## src/rtl/bus_arbiter.sv

```systemverilog
// Round-robin bus arbiter for the shared system bus with a turnaround gap between owners.
// Optional transfer watchdog is built when BUS_ARBITER_TIMEOUT_EN is defined.
module bus_arbiter #(
   parameter int NUM_MASTERS    = 2,
   parameter int TURNAROUND     = 1,
   parameter int TIMEOUT_CYCLES = 256,
   localparam int ID_W          = (NUM_MASTERS > 1) ? $clog2(NUM_MASTERS) : 1
) (
   input  logic                   clk,
   input  logic                   rst,
   input  logic [NUM_MASTERS-1:0] bus_req,
   output logic [NUM_MASTERS-1:0] bus_grant,
   output logic [ID_W-1:0]        grant_id,
   output logic                   bus_busy,
   input  logic                   rd_bus,
   input  logic                   wr_bus,
   input  logic                   fc_bus,
   output logic                   timeout_fc,
   output logic                   timeout_err,
   output logic [ID_W-1:0]        timeout_id
);

   localparam logic [1:0] ST_IDLE  = 2'b00;
   localparam logic [1:0] ST_GRANT = 2'b01;
   localparam logic [1:0] ST_GAP   = 2'b10;

   localparam logic [1:0]             GAP_LAST  = (TURNAROUND > 0) ? 2'(TURNAROUND - 1) : 2'd0;
   localparam logic [NUM_MASTERS-1:0] GRANT_ONE = NUM_MASTERS'(1'b1);

   logic [1:0]             state_r;
   logic [1:0]             gap_cnt_r;
   logic [ID_W-1:0]        rr_ptr_r;
   logic [NUM_MASTERS-1:0] bus_grant_r;
   logic [ID_W-1:0]        grant_id_r;
   logic                   bus_busy_r;

   logic [ID_W-1:0]        winner_s;
   logic                   found_s;
   logic [ID_W-1:0]        idx_s;
   logic [ID_W-1:0]        next_ptr_s;
   logic                   owner_req_s;

   assign bus_grant   = bus_grant_r;
   assign grant_id    = grant_id_r;
   assign bus_busy    = bus_busy_r;
   assign owner_req_s = bus_req[grant_id_r];

   // Round-robin search: first requester at or after rr_ptr_r, wrapping around.
   always_comb begin
      winner_s = '0;
      found_s  = 1'b0;
      idx_s    = '0;
      for (int i = 0; i < NUM_MASTERS; i++) begin
         idx_s = ID_W'((int'(rr_ptr_r) + i) % NUM_MASTERS);
         if (!found_s && bus_req[idx_s]) begin
            winner_s = idx_s;
            found_s  = 1'b1;
         end else begin
            found_s  = found_s;
         end
      end
   end

   // Search start after the current owner releases: the master just above it.
   always_comb begin
      if (grant_id_r == ID_W'(NUM_MASTERS - 1)) begin
         next_ptr_s = '0;
      end else begin
         next_ptr_s = grant_id_r + ID_W'(1);
      end
   end

   // Arbitration FSM; reset drops the grant asynchronously even mid-transfer.
   always_ff @(posedge clk or negedge rst) begin
      if (!rst) begin
         state_r     <= ST_IDLE;
         gap_cnt_r   <= 2'd0;
         rr_ptr_r    <= '0;
         bus_grant_r <= '0;
         grant_id_r  <= '0;
         bus_busy_r  <= 1'b0;
      end else begin
         case (state_r)
            ST_IDLE: begin
               if (found_s) begin
                  bus_grant_r <= GRANT_ONE << winner_s;
                  grant_id_r  <= winner_s;
                  bus_busy_r  <= 1'b1;
                  state_r     <= ST_GRANT;
               end else begin
                  state_r     <= ST_IDLE;
               end
            end
            ST_GRANT: begin
               // No preemption: only the owner's own request level matters here.
               if (!owner_req_s) begin
                  bus_grant_r <= '0;
                  bus_busy_r  <= 1'b0;
                  rr_ptr_r    <= next_ptr_s;
                  gap_cnt_r   <= 2'd0;
                  state_r     <= (TURNAROUND > 0) ? ST_GAP : ST_IDLE;
               end else begin
                  state_r     <= ST_GRANT;
               end
            end
            ST_GAP: begin
               if (gap_cnt_r == GAP_LAST) begin
                  state_r   <= ST_IDLE;
               end else begin
                  gap_cnt_r <= gap_cnt_r + 2'd1;
               end
            end
            default: begin
               state_r     <= ST_IDLE;
               bus_grant_r <= '0;
               bus_busy_r  <= 1'b0;
            end
         endcase
      end
   end

`ifdef BUS_ARBITER_TIMEOUT_EN
   localparam int            TO_W   = $clog2(TIMEOUT_CYCLES + 1);
   localparam logic [TO_W-1:0] TO_MAX = TO_W'(TIMEOUT_CYCLES);

   logic [TO_W-1:0] to_cnt_r;
   logic            to_fc_r;
   logic            to_err_r;
   logic [ID_W-1:0] to_id_r;
   logic            strobe_s;
   logic            count_en_s;

   assign strobe_s    = rd_bus | wr_bus;
   assign count_en_s  = (state_r == ST_GRANT) && owner_req_s && strobe_s && !fc_bus;
   assign timeout_fc  = to_fc_r;
   assign timeout_err = to_err_r;
   assign timeout_id  = to_id_r;

   // Watchdog: counts strobe cycles without completion; the release cycle clears it.
   always_ff @(posedge clk or negedge rst) begin
      if (!rst) begin
         to_cnt_r <= '0;
         to_fc_r  <= 1'b0;
         to_err_r <= 1'b0;
         to_id_r  <= '0;
      end else begin
         if (!count_en_s) begin
            to_cnt_r <= '0;
         end else if (to_cnt_r != TO_MAX) begin
            to_cnt_r <= to_cnt_r + TO_W'(1);
         end else begin
            to_cnt_r <= to_cnt_r;
         end
         if (count_en_s && (to_cnt_r == TO_MAX - TO_W'(1)) && !to_fc_r) begin
            to_fc_r  <= 1'b1;
            to_err_r <= 1'b1;
            to_id_r  <= grant_id_r;
         end else if (!strobe_s) begin
            to_fc_r  <= 1'b0;
         end else begin
            to_fc_r  <= to_fc_r;
         end
      end
   end
`else
   logic unused_strobes_s;
   assign unused_strobes_s = rd_bus ^ wr_bus ^ fc_bus;
   assign timeout_fc       = 1'b0;
   assign timeout_err      = 1'b0;
   assign timeout_id       = '0;
`endif

endmodule

```

## config.mk

```make
export PLATFORM = sky130hd
export DESIGN_NAME = bus_arbiter
export DESIGN_NICKNAME = d
export VERILOG_FILES = /design/src/rtl/bus_arbiter.sv
export SDC_FILE = /design/constraint.sdc
export NUM_CORES = 1
export LEC_CHECK = 0
export ABC_AREA = 0
export BUFFER_PORTS_ARGS = -buffer_cell sky130_fd_sc_hd__buf_2
export CAP_MARGIN = 40
export CELL_PAD_IN_SITES_DETAIL_PLACEMENT = 1
export CELL_PAD_IN_SITES_GLOBAL_PLACEMENT = 1
export CORE_MARGIN = 3
export CORE_UTILIZATION = 39
export CTS_CLUSTER_DIAMETER = 100
export CTS_CLUSTER_SIZE = 24
export DETAILED_ROUTE_END_ITERATION = 12
export HOLD_SLACK_MARGIN = 0.05
export PLACE_DENSITY_LB_ADDON = 0.1
export SLEW_MARGIN = 20
export SYNTH_ARGS = -nofsm -noshare
export SYNTH_HDL_FRONTEND = slang
export SYNTH_SLANG_ARGS = --single-unit
```

## constraint.sdc

```tcl
create_clock -name clk -period 2.5 [get_ports clk]
set_input_delay 0.375 -clock clk [delete_from_list [all_inputs] [get_ports clk]]
set_output_delay 0.375 -clock clk [all_outputs]
set_load 0.005 [all_outputs]
```

==> summary.txt <==
Outcome
  • Run status: finished clean

Power and ir drop
  • Gate power share: about a third
  • Worst IR Drop VDD: 0.000501 V
  • Sequential fraction of design power: approximately 47%
  • Leakage: roughly 0.27 nW
  • Internal power: ~0.37 mW
  • Power Total: just over 0.6 mW
  • Switching pwr: about 0.25 mW
  • Clock Power Share: about a fifth
  • Sw frac: between 30% and 40%
  • Pwr dens: about 1000 nW/um2

Cells and area
  • Final Non-Filler Cells: between 70 and 80
  • Final net count: 72
  • Syn-to-layout area delta: 10.9%
  • Leading cell type in the layout, fill and taps excluded: dfrtp_1
  • Commonest cells after routing, fill and taps aside: dfrtp_1, inv_1, buf_2
  • Layout cells sized above 1: between 30 and 40%
  • Diodes inserted: 0

Min path
  • Hold Path Depth: 3
  • HP Class: input pin to register

Timing
  • Final hold slack: 0.445 ns
  • Total Neg Setup Slack: 0 ns
  • Fmax: between 700 and 800 MHz
  • Setup violations, final: 0
  • Hold Violations, Final: 0
  • Max Slew Vio Count: 0
  • Slew margin rel.: between 60 and 70%
  • Final Cycle Share: a little over half
  • Period minus WS final: about 1.3 ns
  • Worst-Margin Slew: a little over 0.5 ns
  • RSZ-0062 raised after global routing: false
  • Clock skew: around 0.00061 ns

Place
  • Dpl hpwl: about 860 um
  • Port-buffer cells: 7
  • Cell total after placement: 72
  • GPL Wtd Cong: about 0.7

Worst setup path
  • CP Class: register to register
  • CP required: about 2.7 ns
  • Max FO, Critical Path: 14
  • Nature of the critical path startpoint: register
  • Data arrival, critical path: about 1.5 ns
  • CP Capture Type: register
  • Reg2Reg Setup Slack: approximately 1.2 ns
  • R2r worst-path depth: 3

Clock tree
  • Clock buffer count from CTS: 3
  • Cts-stage hold buffer count: 1
  • Resize count post-CTS: 0
  • Postcts setup bufs: 0
  • CTS tree: done
  • H-tree depth: 1
  • CTS clk-pin slew, worst paths: 0.06 ns
  • Clk sinks: 9
  • Root Buffer: clkbuf_4
  • Clk Latency, worst-skew pair: about 0.27 ns
  • Max clock buf depth: 2

Floorplan
  • Die Wd: around 43 um
  • Starting density of the core: between 40% and 50%
  • Die Y-Extent: 43.2 um
  • FP Rows: 12
  • Core Region: approximately 1200 um2
  • IO Count: 14
  • Die ar.: 1860 um2

Logic synthesis
  • Yosys cell types: 24
  • Warnings from Yosys: 0
  • Post-Synthesis Cells: 54
  • Sequential fraction of the synthesis area: 41.8%
  • #FFs+latches synth: 9
  • Async SR Flop Fraction: 100%
  • Dominant synthesized flop cell: dfrtp_1
  • Syn avg cell area: roughly 10 um2
  • Post-synth EDFFs: 0
  • Netlist Area Pre-Place: about 540 um2

Global route
  • First-pass GRT wire length: 1.92 mm
  • Overflow after GRT: 0
  • Met1 Use GR: 17.8%
  • Largest net degree at the start of global routing: 15
  • GR peak layer: met2
  • GRT Util Overall: 14.8%
  • Initial antenna violation count: 0
  • Vias in the first global route: 430
  • Met2 usage: between 20% and 30%
  • GR met3 Demand/Resource: around 2.5%

Routing
  • Initial drt markers: 6
  • Avg WL per Cell: approximately 15 um
  • Drt total wl: 1.15 mm
  • Drt first pass iters: 2
  • Final ANT Viol Nets: 0
  • Vias per Instance: approximately 5.2
  • DR DRC count: 0
  • Via Count: 403

Flow run
  • Max Cap Viol: 0
==> per-layer routing <==
metal	vias to the layer above	part of all wire [%]
met4	0	4.0
met2	10	48
met3	5	4.2
met5	-	0
li1	200	-
met1	188	44
==> worst paths after layout <==
kind,startpoint,endpoint
max,state_r[0],rr_ptr_r
min,bus_req[1],rr_ptr_r
max reg2reg,state_r[0],rr_ptr_r
min reg2reg,grant_id,rr_ptr_r
max in group asynchronous,rst,state_r[0]
min in group asynchronous,rst,rr_ptr_r
==> power groups by stage <==
stage          sequential (mW)  clock (mW)  combinational, mW
2_1_floorplan            0.238           0              0.208
3_3_place_gp             0.282           0              0.201
3_5_place_dp             0.293           0              0.211
4_1_cts                  0.291       0.121              0.213
5_1_grt                  0.305       0.130              0.233
6_report                 0.290       0.119              0.210
==> stage by stage <==
| stage | worst slack (ns) | instance area (um2) | utilization [%] |
|---|---|---|---|
| 6_report | 1.19 | 598 | 49.8 |
| 5_1_grt | 1.08 | 598 | 49.8 |
| 4_1_cts | 1.19 | 598 | 49.8 |
| 3_5_place_dp | 1.20 | 562 | 46.8 |
| 3_3_place_gp | 1.28 | 562 | 46.8 |
| 2_1_floorplan | 1.31 | 547 | - |
==> cell usage after synthesis, drive strengths merged (2+ instances only) <==
master / instances / area share (%)
mux2: 2 / 5.6
buf: 5 / 7.0
nand3: 2 / 1.9
o21ai: 7 / 7.9
nand2b: 2 / 2.3
a211oi: 2 / 4.6
inv: 7 / 4.9
a21oi: 2 / 1.9
dfrtp: 9 / 42
nor2: 5 / 3.9
==> sequential cells by signal, summed over array words and instances (netlist names) <==
register / cells
rr_ptr_r: 1
bus_busy: 1
gap_cnt_r: 2
state_r: 2
grant_id: 1
bus_grant: 2
==> critical path, stage by stage, from the launching register on <==
cell and delay, ns:
dfrtp_1 0.66, nor2b_1 0.34, a21oi_1 0.11, o21ai_1 0.12
==> layout make-up <==
class                   instances  area, um2
inverters                       7       26.3
repair buffers                  8       45.0
flip-flops and latches          9        225
multi-input cells              35        258
well taps                      14       17.5
fillers                       145        603
clock buffers                   4       26.3
==> cell families (layout without fill, tap and decap cells) <==
logic type / after synthesis / count (layout) / synth area share [%]
AOI/OAI and AO/OA: 16 / 16 / 24.6
DFF: 9 / 9 / 41.8
other: 1 / 3 / 0.695
and+or+nand+nor: 13 / 13 / 13.2
muxes: 2 / 2 / 5.57
adders and majority gates: 1 / 1 / 2.32
buffers and inverters: 12 / 19 / 11.8
(Power assumes the default switching activity.)
